**src/rtl/tamagotchi_pkg.sv**
```systemverilog
// tamagotchi_pkg
// Shared definitions for the tamagotchi button front end and the FSM it feeds:
//   - hold-FSM state type and its three state constants (IDLE/HOLDING/FIRED)
//   - width of the hold-second counters (saturating at COUNT_MAX)
//   - care-button priority indices; a lower index wins a same-cycle tie
// No ports; this is a package.
package tamagotchi_pkg;

  localparam int COUNT_W = 3;
  localparam logic [COUNT_W-1:0] COUNT_MAX = 3'd7;

  typedef logic [1:0] hold_state_t;
  localparam hold_state_t HOLD_IDLE    = 2'd0;
  localparam hold_state_t HOLD_HOLDING = 2'd1;
  localparam hold_state_t HOLD_FIRED   = 2'd2;

  localparam int NUM_CARE       = 4;
  localparam int CARE_SALUD     = 0;
  localparam int CARE_ENERGIA   = 1;
  localparam int CARE_HAMBRE    = 2;
  localparam int CARE_DIVERSION = 3;

endpackage

```
**src/rtl/btn_debounce.sv**
```systemverilog
// btn_debounce
// Two-flop synchroniser followed by a counting debouncer for one pushbutton.
// The debounced level only moves after the synchronised sample has disagreed
// with it for DEBOUNCE_CYCLES consecutive cycles; one agreeing sample restarts
// the count.
// Ports:
//   clk    in   system clock
//   rst_n  in   asynchronous active-low reset
//   raw    in   unsynchronised button, active-high
//   level  out  debounced level
//   rise   out  one-cycle strobe, high in the cycle after level goes 0->1
module btn_debounce #(
  parameter int DEBOUNCE_CYCLES = 500000
) (
  input  logic clk,
  input  logic rst_n,
  input  logic raw,
  output logic level,
  output logic rise
);

  localparam int CNT_W = (DEBOUNCE_CYCLES > 1) ? $clog2(DEBOUNCE_CYCLES) : 1;
  localparam logic [CNT_W-1:0] CNT_LAST = CNT_W'(DEBOUNCE_CYCLES - 1);

  logic             sync1_q, sync1_d;
  logic             sync2_q, sync2_d;
  logic             level_q, level_d;
  logic             rise_q, rise_d;
  logic [CNT_W-1:0] cnt_q, cnt_d;

  // The counter holds how many disagreeing samples have been seen so far; the
  // sample that would make it DEBOUNCE_CYCLES flips the level instead.
  always_comb begin
    sync1_d = raw;
    sync2_d = sync1_q;
    level_d = level_q;
    cnt_d   = '0;
    if (sync2_q != level_q) begin
      if (cnt_q == CNT_LAST) begin
        level_d = sync2_q;
      end else begin
        cnt_d = cnt_q + CNT_W'(1);
      end
    end
    rise_d = level_d & ~level_q;
  end

  always_ff @(posedge clk or negedge rst_n) begin
    if (!rst_n) begin
      sync1_q <= 1'b0;
      sync2_q <= 1'b0;
      level_q <= 1'b0;
      rise_q  <= 1'b0;
      cnt_q   <= '0;
    end else begin
      sync1_q <= sync1_d;
      sync2_q <= sync2_d;
      level_q <= level_d;
      rise_q  <= rise_d;
      cnt_q   <= cnt_d;
    end
  end

  assign level = level_q;
  assign rise  = rise_q;

endmodule

```
**src/rtl/tamagotchi_btn_frontend.sv**
```systemverilog
// tamagotchi_btn_frontend
// Button conditioner in front of tamagotchi_fsm. Six raw buttons are
// synchronised and debounced; the four care buttons become one-cycle command
// pulses (priority salud > energia > hambre > diversion, suppressed while the
// reset or test button is held down), and the reset/test buttons run a
// hold timer that pulses once after HOLD_SECS "seconds" of TICK_CYCLES each.
// Optional feature macro: BTN_AUTOREPEAT_EN -- when defined, a care button
// held for one TICK_CYCLES period re-emits its pulse every REPEAT_CYCLES.
// Ports:
//   clk, rst_n                         clock, asynchronous active-low reset
//   raw_salud .. raw_test              raw active-high pushbuttons
//   btn_salud .. btn_diversion         one-cycle care command pulses
//   btn_reset, btn_test                one-cycle hold-complete pulses
//   count_reset, count_test            whole seconds held, saturating at 7
module tamagotchi_btn_frontend
  import tamagotchi_pkg::*;
#(
  parameter int DEBOUNCE_CYCLES = 500000,
  parameter int TICK_CYCLES     = 50000000,
  parameter int HOLD_SECS       = 5,
  parameter int REPEAT_CYCLES   = 12500000
) (
  input  logic               clk,
  input  logic               rst_n,
  input  logic               raw_salud,
  input  logic               raw_energia,
  input  logic               raw_hambre,
  input  logic               raw_diversion,
  input  logic               raw_reset,
  input  logic               raw_test,
  output logic               btn_salud,
  output logic               btn_energia,
  output logic               btn_hambre,
  output logic               btn_diversion,
  output logic               btn_reset,
  output logic               btn_test,
  output logic [COUNT_W-1:0] count_reset,
  output logic [COUNT_W-1:0] count_test
);

  localparam int TICK_W = (TICK_CYCLES > 1) ? $clog2(TICK_CYCLES) : 1;
  localparam logic [TICK_W-1:0]  TICK_LAST = TICK_W'(TICK_CYCLES - 1);
  localparam logic [COUNT_W-1:0] HOLD_PRE  = COUNT_W'(HOLD_SECS - 1);
  localparam int HOLD_RST = 0;
  localparam int HOLD_TST = 1;

  if (HOLD_SECS < 1 || HOLD_SECS > 7 || DEBOUNCE_CYCLES < 1 ||
      TICK_CYCLES < 2 || REPEAT_CYCLES < 1) begin : g_param_check
    $error("tamagotchi_btn_frontend: parameter out of range");
  end

  logic [NUM_CARE-1:0] care_level, care_rise, care_evt;
  logic [1:0]          hold_level, hold_rise;

  btn_debounce #(.DEBOUNCE_CYCLES(DEBOUNCE_CYCLES)) u_db_salud (
    .clk(clk), .rst_n(rst_n), .raw(raw_salud),
    .level(care_level[CARE_SALUD]), .rise(care_rise[CARE_SALUD]));
  btn_debounce #(.DEBOUNCE_CYCLES(DEBOUNCE_CYCLES)) u_db_energia (
    .clk(clk), .rst_n(rst_n), .raw(raw_energia),
    .level(care_level[CARE_ENERGIA]), .rise(care_rise[CARE_ENERGIA]));
  btn_debounce #(.DEBOUNCE_CYCLES(DEBOUNCE_CYCLES)) u_db_hambre (
    .clk(clk), .rst_n(rst_n), .raw(raw_hambre),
    .level(care_level[CARE_HAMBRE]), .rise(care_rise[CARE_HAMBRE]));
  btn_debounce #(.DEBOUNCE_CYCLES(DEBOUNCE_CYCLES)) u_db_diversion (
    .clk(clk), .rst_n(rst_n), .raw(raw_diversion),
    .level(care_level[CARE_DIVERSION]), .rise(care_rise[CARE_DIVERSION]));
  btn_debounce #(.DEBOUNCE_CYCLES(DEBOUNCE_CYCLES)) u_db_reset (
    .clk(clk), .rst_n(rst_n), .raw(raw_reset),
    .level(hold_level[HOLD_RST]), .rise(hold_rise[HOLD_RST]));
  btn_debounce #(.DEBOUNCE_CYCLES(DEBOUNCE_CYCLES)) u_db_test (
    .clk(clk), .rst_n(rst_n), .raw(raw_test),
    .level(hold_level[HOLD_TST]), .rise(hold_rise[HOLD_TST]));

  // ---------------------------------------------------------------------
  // Hold timers (index 0 = reset button, 1 = test button)
  // ---------------------------------------------------------------------
  hold_state_t        hold_st_q [2];
  hold_state_t        hold_st_d [2];
  logic [TICK_W-1:0]  presc_q   [2];
  logic [TICK_W-1:0]  presc_d   [2];
  logic [COUNT_W-1:0] secs_q    [2];
  logic [COUNT_W-1:0] secs_d    [2];
  logic [1:0]         fire_q, fire_d;

  // The pulse is raised on the very wrap that takes the count to HOLD_SECS,
  // so btn_* and the matching count value appear on the same edge.
  always_comb begin
    fire_d = '0;
    for (int i = 0; i < 2; i++) begin
      hold_st_d[i] = hold_st_q[i];
      presc_d[i]   = presc_q[i];
      secs_d[i]    = secs_q[i];
      case (hold_st_q[i])
        HOLD_IDLE: begin
          if (hold_rise[i]) begin
            hold_st_d[i] = HOLD_HOLDING;
            presc_d[i]   = '0;
            secs_d[i]    = '0;
          end
        end
        HOLD_HOLDING, HOLD_FIRED: begin
          if (!hold_level[i]) begin
            hold_st_d[i] = HOLD_IDLE;
            presc_d[i]   = '0;
            secs_d[i]    = '0;
          end else if (presc_q[i] == TICK_LAST) begin
            presc_d[i] = '0;
            if (secs_q[i] != COUNT_MAX) begin
              secs_d[i] = secs_q[i] + COUNT_W'(1);
            end
            if (hold_st_q[i] == HOLD_HOLDING && secs_q[i] == HOLD_PRE) begin
              fire_d[i]    = 1'b1;
              hold_st_d[i] = HOLD_FIRED;
            end
          end else begin
            presc_d[i] = presc_q[i] + TICK_W'(1);
          end
        end
        default: begin
          hold_st_d[i] = HOLD_IDLE;
          presc_d[i]   = '0;
          secs_d[i]    = '0;
        end
      endcase
    end
  end

  always_ff @(posedge clk or negedge rst_n) begin
    if (!rst_n) begin
      for (int i = 0; i < 2; i++) begin
        hold_st_q[i] <= HOLD_IDLE;
        presc_q[i]   <= '0;
        secs_q[i]    <= '0;
      end
      fire_q <= '0;
    end else begin
      for (int i = 0; i < 2; i++) begin
        hold_st_q[i] <= hold_st_d[i];
        presc_q[i]   <= presc_d[i];
        secs_q[i]    <= secs_d[i];
      end
      fire_q <= fire_d;
    end
  end

  // ---------------------------------------------------------------------
  // Care-button events: press strobes, plus repeat strobes when enabled
  // ---------------------------------------------------------------------
`ifdef BTN_AUTOREPEAT_EN
  localparam int RPT_MAX = (TICK_CYCLES > REPEAT_CYCLES) ? TICK_CYCLES : REPEAT_CYCLES;
  localparam int RPT_W   = (RPT_MAX > 1) ? $clog2(RPT_MAX) : 1;
  localparam logic [RPT_W-1:0] ARM_LAST = RPT_W'(TICK_CYCLES - 1);
  localparam logic [RPT_W-1:0] RPT_LAST = RPT_W'(REPEAT_CYCLES - 1);

  logic [NUM_CARE-1:0] armed_q, armed_d, rpt_strobe;
  logic [RPT_W-1:0]    rpt_cnt_q [NUM_CARE];
  logic [RPT_W-1:0]    rpt_cnt_d [NUM_CARE];

  // Each button first waits one TICK period while held ("arming"), then the
  // same counter is reused to space the repeat strobes REPEAT_CYCLES apart.
  always_comb begin
    armed_d    = armed_q;
    rpt_strobe = '0;
    for (int i = 0; i < NUM_CARE; i++) begin
      rpt_cnt_d[i] = rpt_cnt_q[i];
      if (!care_level[i] || care_rise[i]) begin
        armed_d[i]   = 1'b0;
        rpt_cnt_d[i] = '0;
      end else if (!armed_q[i]) begin
        if (rpt_cnt_q[i] == ARM_LAST) begin
          armed_d[i]   = 1'b1;
          rpt_cnt_d[i] = '0;
        end else begin
          rpt_cnt_d[i] = rpt_cnt_q[i] + RPT_W'(1);
        end
      end else if (rpt_cnt_q[i] == RPT_LAST) begin
        rpt_cnt_d[i]  = '0;
        rpt_strobe[i] = 1'b1;
      end else begin
        rpt_cnt_d[i] = rpt_cnt_q[i] + RPT_W'(1);
      end
    end
  end

  always_ff @(posedge clk or negedge rst_n) begin
    if (!rst_n) begin
      armed_q <= '0;
      for (int i = 0; i < NUM_CARE; i++) begin
        rpt_cnt_q[i] <= '0;
      end
    end else begin
      armed_q <= armed_d;
      for (int i = 0; i < NUM_CARE; i++) begin
        rpt_cnt_q[i] <= rpt_cnt_d[i];
      end
    end
  end

  assign care_evt = care_rise | rpt_strobe;
`else
  // Without auto-repeat the debounced care levels have no consumer.
  logic unused_care_level;
  assign unused_care_level = ^care_level;
  assign care_evt = care_rise;
`endif

  // ---------------------------------------------------------------------
  // Priority arbitration; losers of a same-cycle tie are dropped
  // ---------------------------------------------------------------------
  logic [NUM_CARE-1:0] care_pulse_q, care_pulse_d;

  always_comb begin
    care_pulse_d = '0;
    if (!(hold_level[HOLD_RST] || hold_level[HOLD_TST])) begin
      if (care_evt[CARE_SALUD]) begin
        care_pulse_d[CARE_SALUD] = 1'b1;
      end else if (care_evt[CARE_ENERGIA]) begin
        care_pulse_d[CARE_ENERGIA] = 1'b1;
      end else if (care_evt[CARE_HAMBRE]) begin
        care_pulse_d[CARE_HAMBRE] = 1'b1;
      end else if (care_evt[CARE_DIVERSION]) begin
        care_pulse_d[CARE_DIVERSION] = 1'b1;
      end
    end
  end

  always_ff @(posedge clk or negedge rst_n) begin
    if (!rst_n) begin
      care_pulse_q <= '0;
    end else begin
      care_pulse_q <= care_pulse_d;
    end
  end

  assign btn_salud     = care_pulse_q[CARE_SALUD];
  assign btn_energia   = care_pulse_q[CARE_ENERGIA];
  assign btn_hambre    = care_pulse_q[CARE_HAMBRE];
  assign btn_diversion = care_pulse_q[CARE_DIVERSION];
  assign btn_reset     = fire_q[HOLD_RST];
  assign btn_test      = fire_q[HOLD_TST];
  assign count_reset   = secs_q[HOLD_RST];
  assign count_test    = secs_q[HOLD_TST];

endmodule
```
**config.mk**
```make
export PLATFORM = sky130hd
export DESIGN_NAME = tamagotchi_btn_frontend
export DESIGN_NICKNAME = d
export VERILOG_FILES = /design/src/rtl/tamagotchi_pkg.sv /design/src/rtl/btn_debounce.sv /design/src/rtl/tamagotchi_btn_frontend.sv
export SDC_FILE = /design/constraint.sdc
export NUM_CORES = 1
export LEC_CHECK = 0
export CAP_MARGIN = 40
export CORE_MARGIN = 10
export CORE_UTILIZATION = 50
export CTS_CLUSTER_DIAMETER = 120
export CTS_CLUSTER_SIZE = 14
export DETAILED_ROUTE_END_ITERATION = 10
export PLACE_DENSITY = 0.62
export SETUP_SLACK_MARGIN = 0.2
export SKIP_CTS_REPAIR_TIMING = 1
export SYNTH_ARGS = -nofsm -noshare
export SYNTH_HDL_FRONTEND = slang
export SYNTH_HIERARCHICAL = 1
export SYNTH_SLANG_ARGS = --single-unit
```
**constraint.sdc**
```tcl
create_clock -name clk -period 3.2 [get_ports clk]
set_input_delay 0.64 -clock clk [delete_from_list [all_inputs] [get_ports clk]]
set_output_delay 0.64 -clock clk [all_outputs]
set_load 0.01 [all_outputs]
```
# Word level (Yosys, flattened, before mapping)
# Index checks and enable logic that the tools add are counted.
# totals
in_bits	8
reg_bits	206
wordCells	169
output_inout_bits	12
# op_classes
n_addsub	10
n_bitwise	12
reduce_logical	11
muxes	68
n_eq_ne	30
# ops
op	count
2-to-1 mux 19 bit	12
2-to-1 mux 26 bit	6
adder 19 x 1 -> 19 bit (second input constant)	6
== test 19 bit (second input constant)	6
case mux 26 bit (2 select lines)	2
adder 26 x 1 -> 26 bit (second input constant)	2
== test 26 bit (second input constant)	2
2-to-1 mux 3 bit	9
2-to-1 mux 1 bit	25
inequality test 3 bit (second input constant)	8
2-to-1 mux 2 bit	9
case mux 3 bit (2 select lines)	2
AND reduction 3 bit	4
case mux 2 bit (2 select lines)	2
adder 3 x 1 -> 3 bit (second input constant)	2
bitwise AND 1 bit	6
== test 3 bit (second input constant)	2
inequality test 1 bit	6
inverter 1 bit	6
== test 2 x 1 -> 1 bit (second input constant)	2
== test 2 bit (second input constant)	2
zero test 2 bit	2
2-to-1 mux 4 bit	1
inequality test 2 x 1 -> 1 bit (second input constant)	2
other kinds (3)	5

# Longest topological paths before layout
# depth
word_depth	6
mapped_depth	8
mapped_depth_nobuf	7

# Cells and area by module
# The synthesis kept the hierarchy.
# modules_own_cells
mod	instances	seq_area_each_um2	cells_each	area_each_um2
btn_debounce	6	575.6	110	1118.6
tamagotchi_btn_frontend	1	1701.6	381	3653.5

# Worst setup path before layout
# OpenSTA, ideal clock, no wires.
# synth_path
kind	reg-to-reg
startpoint	register secs_q, in the netlist count_test[0]
endpoint	register secs_q, in the netlist count_test[0]
setup_time_ps	125
arrival_ps	2045
required_time_ps	3075
slack_ps	1030
path_stages_with_launch	7
path_buffers	0
period_less_slack_ps	2170
cell_sequence	dfrtp_1 ha_1 ha_1 or4_1 or3_1 a21o_1 mux2_4
# synth_via
elab_chain_cells	5
elab_cells_between_ends	8
cone_classes	add/sub: 1; eq/ne: 2; mux: 4; reduce/logical: 1
# synth_rtl
element	line_no	rtl
start: declaration	tamagotchi_btn_frontend.sv:81	logic [COUNT_W-1:0] secs_q [2];
start signal: indexed assignment	tamagotchi_btn_frontend.sv:140	secs_q[i] <= secs_d[i];
adder 3 x 1 -> 3 bit	tamagotchi_btn_frontend.sv:109	secs_d[i] = secs_q[i] + COUNT_W'(1);
2-to-1 mux 3 bit	tamagotchi_btn_frontend.sv:108	if (secs_q[i] != COUNT_MAX) begin
2-to-1 mux 3 bit	tamagotchi_btn_frontend.sv:106	end else if (presc_q[i] == TICK_LAST) begin
2-to-1 mux 3 bit	tamagotchi_btn_frontend.sv:102	if (!hold_level[i]) begin
case mux 3 bit (2 select lines)	tamagotchi_btn_frontend.sv:93	case (hold_st_q[i])
# Several ways; a longest one is shown, not always the timed one. The select of a mux whose other input is x is not followed.
# A chain may end at the register's enable or synchronous reset.

# Worst setup path after layout
# Ends and elaborated chain as after synthesis.

==> impl_metrics.py <==
metrics = {
    "outcome": {
        "status": "finished clean",
    },
    "flow_run": {
        "max-cap-violations": 0,
    },
    "critical_path": {
        "arrival_ns": 2.60,
        "crit_path_max_fanout": 4,
        "required_ns": 3.56,
        "cp-end-kind": "register",
        "path_class": "register to register",
        "cp-start-kind": "register",
        "rr_worst_depth": 6,
    },
    "synthesis": {
        "yosys.area.top_type": "dfrtp_1",
        "ys_top_cells_by_area": "dfrtp_1, xnor2_1, nor2_1",
        "synth_sequential_area_ratio_pct": 49.7,
        "yosys.area_share.simple_pct": 28.0,
        "synth_edf_count": 0,
        "synth-main-ff-cell": "dfrtp_1",
        "synth_compound_area_share_pct": 5.20,
        "ys_warn_count": 6,
        "netlist_instances": 1041,
        "synth-seq-cells": 206,
        "synth_mux_area_share_pct": 0.905,
        "synthDistinctLibCells": 57,
        "synth_top_family_by_area": "simple AND/OR/NAND/NOR gates",
        "synth_fa_ha_area_share_pct": 2.41,
        "netlist.area_leader.share_pct": 49.7,
        "syn_nets": 1069,
        "avgSynthCellArea_sq_um": 9.96,
        "synthXorXnorAreaFrac_pct": 11.4,
        "netlist_area_sq_um": 10400,
        "ys_async_sr_fraction_pct": 100,
    },
    "clock_network": {
        "ctsHtreeMaxLevel": 1,
        "clk_path_buf_depth": 3,
        "path_clk_slew_ns": 0.07,
        "cts_sinks": 206,
        "root_buffer": "clkbuf_16",
        "numCtsBuffers": 18,
        "clk_latency_ns": 0.49,
        "tritoncts": "done",
    },
    "detailed_routing": {
        "routed_wl_mm": 19.5,
        "vias": 7364,
        "wl_per_cell_um": 14.7,
        "drtIter0Drc": 441,
        "viasPerCell": 5.55,
        "drt_first_pass_iters": 5,
        "drc": 0,
        "antenna_left": 0,
    },
    "grt": {
        "antenna_found_initial": 0,
        "grt_pass1_wl_mm": 34.4,
        "overflow": 0,
        "grt_max_degree": 84,
        "grt_use_total_pct": 14.9,
        "grt_pass1_vias": 7100,
    },
    "final_layout": {
        "antenna_cells": 0,
        "final_common_cell": "dfrtp_1",
        "syn2layout_area_growth_pct": 9.43,
        "layout_common_cells": "dfrtp_1, nor2_1, xnor2_1",
        "nNetsFinal": 1085,
        "final_cell_area_sq_um": 11300,
        "drive_above_1_share_pct": 6.91,
    },
    "timing": {
        "slew_headroom_pct": 48.3,
        "tns_ns": 0,
        "period_needed_ns": 2.23,
        "hold-worst-slack_ns": 0.138,
        "worst-slew-pin-transition_ns": 0.775,
        "setup_viol": 0,
        "clock_skew_ns": 0.0106,
        "drv_slew": 0,
        "final_hold_viol_count": 0,
        "max_freq_mhz": 448,
        "worst_slack_ns": 0.966,
        "rsz0062_at_grt": "no",
        "post-route-period-util_pct": 69.8,
    },
    "floorplanning": {
        "core_sq_um": 20300,
        "pin_count": 20,
        "initial_core_util_pct": 51.1,
        "die-area_sq_um": 26900,
        "die_x_um": 164,
        "rows": 52,
        "die_h_um": 164,
    },
    "place": {
        "post-place-ws_ns": 0.977,
        "dp_hpwl_mm": 13.2,
        "gp_congestion": 0.801,
        "port_buffers": 19,
        "place_area_sq_um": 10800,
    },
    "power_and_ir_drop": {
        "max-vdd-ir-drop_uv": 410,
        "p_leak_nw": 4.52,
        "powerDensity_nw_per_um2": 425,
    },
    "min_path": {
        "hold_path.class": "input port to asynchronous set/reset pin",
    },
}
-- Yosys cell counts (16+ instances only) --
library cell and count:
nor3_1 43, and3_1 16, nand4_1 70, nor2_1 157, xnor2_1 87, nor4_1 30
dfrtp_1 206, ha_1 20, nand2_1 76, nor4b_1 16, xor2_1 48, inv_1 30
nand3_1 59, o21ai_0 20
-- cells by family (layout without fill, tap and decap cells) --
| group | Yosys count | after routing |
|---|---|---|
| adder cells (fa/ha/maj) | 20 | 20 |
| XOR/XNOR | 135 | 135 |
| multiplexers | 8 | 8 |
| AO/OA/AOI/OAI | 67 | 67 |
| buffers and inverters | 59 | 75 |
| AND/OR/NAND/NOR | 546 | 546 |
| flip-flops | 206 | 206 |
-- worst max-delay path, cell delays in order, from the launching register on --
cell     delay (ns)
dfrtp_1        0.42
ha_1           0.22
ha_1           0.18
or4_1          0.48
or3_1          0.33
a21o_1         0.22
mux2_4         0.26
-- sequential cells by signal (all words and copies together), names as in the netlist, 2 cells and up --
| signal | count |
|---|---|
| care_pulse_q | 4 |
| u_db_diversion/cnt_q | 19 |
| u_db_energia/cnt_q | 19 |
| count_test | 3 |
| u_db_salud/cnt_q | 19 |
| hold_st_q | 4 |
| u_db_test/cnt_q | 19 |
| count_reset | 3 |
| u_db_reset/cnt_q | 19 |
| u_db_hambre/cnt_q | 19 |
| presc_q | 52 |
| fire_q | 2 |
-- stage by stage --
stage / power, mW / std cells / util (%)
final: 4.82 / 1327 / 55.9
after global routing: 5.01 / 1327 / 55.9
after CTS: 4.91 / 1327 / 55.9
after detailed placement: 2.85 / 1307 / 53.4
after global placement: 2.85 / 1307 / 53.4
after floorplan: 2.76 / 1041 / -
-- layer usage --
| metal | share of wire (%) | up-vias | track usage (%) |
|---|---|---|---|
| li1 | - | 3700 | - |
| met1 | 51 | 3559 | 21.7 |
| met2 | 44 | 81 | 22.8 |
| met3 | 2.8 | 24 | 2.30 |
| met4 | 2.1 | 0 | 3.61 |
| met5 | 0 | - | 0 |
-- power by group --
part | leakage, nW | total, mW | internal (mW) | switching (mW)
combinational | 1.44 | 0.131 | 0.0396 | 0.0913
clock | 0.248 | 2.03 | 1.13 | 0.903
sequential | 2.84 | 2.66 | 2.63 | 0.0329
-- cell type report --
class	instances	area (sq um)
sequential	206	5150
inverter	30	113
clock buffer	19	475
tap	270	338
clock inverter	1	30.0
multi-input combinational	776	4970
fill	1848	8960
timing repair buffer	25	265
-- worst paths after layout --
check                                             from  slack [ns]                            end
max                          count_test[0]$_DFFE_PN0P_        0.97      count_test[0]$_DFFE_PN0P_
min in group clk           u_db_test/sync1_q$_DFF_PN0_        0.35    u_db_test/sync2_q$_DFF_PN0_
max in group asynchronous                        rst_n        2.36  u_db_reset/cnt_q[0]$_DFF_PN0_
min reg2reg                u_db_test/sync1_q$_DFF_PN0_        0.35    u_db_test/sync2_q$_DFF_PN0_
max reg2reg                  count_test[0]$_DFFE_PN0P_        0.97      count_test[0]$_DFFE_PN0P_
min                                              rst_n        0.14        presc_q[34]$_DFFE_PN0N_
(Power assumes the default switching activity.)
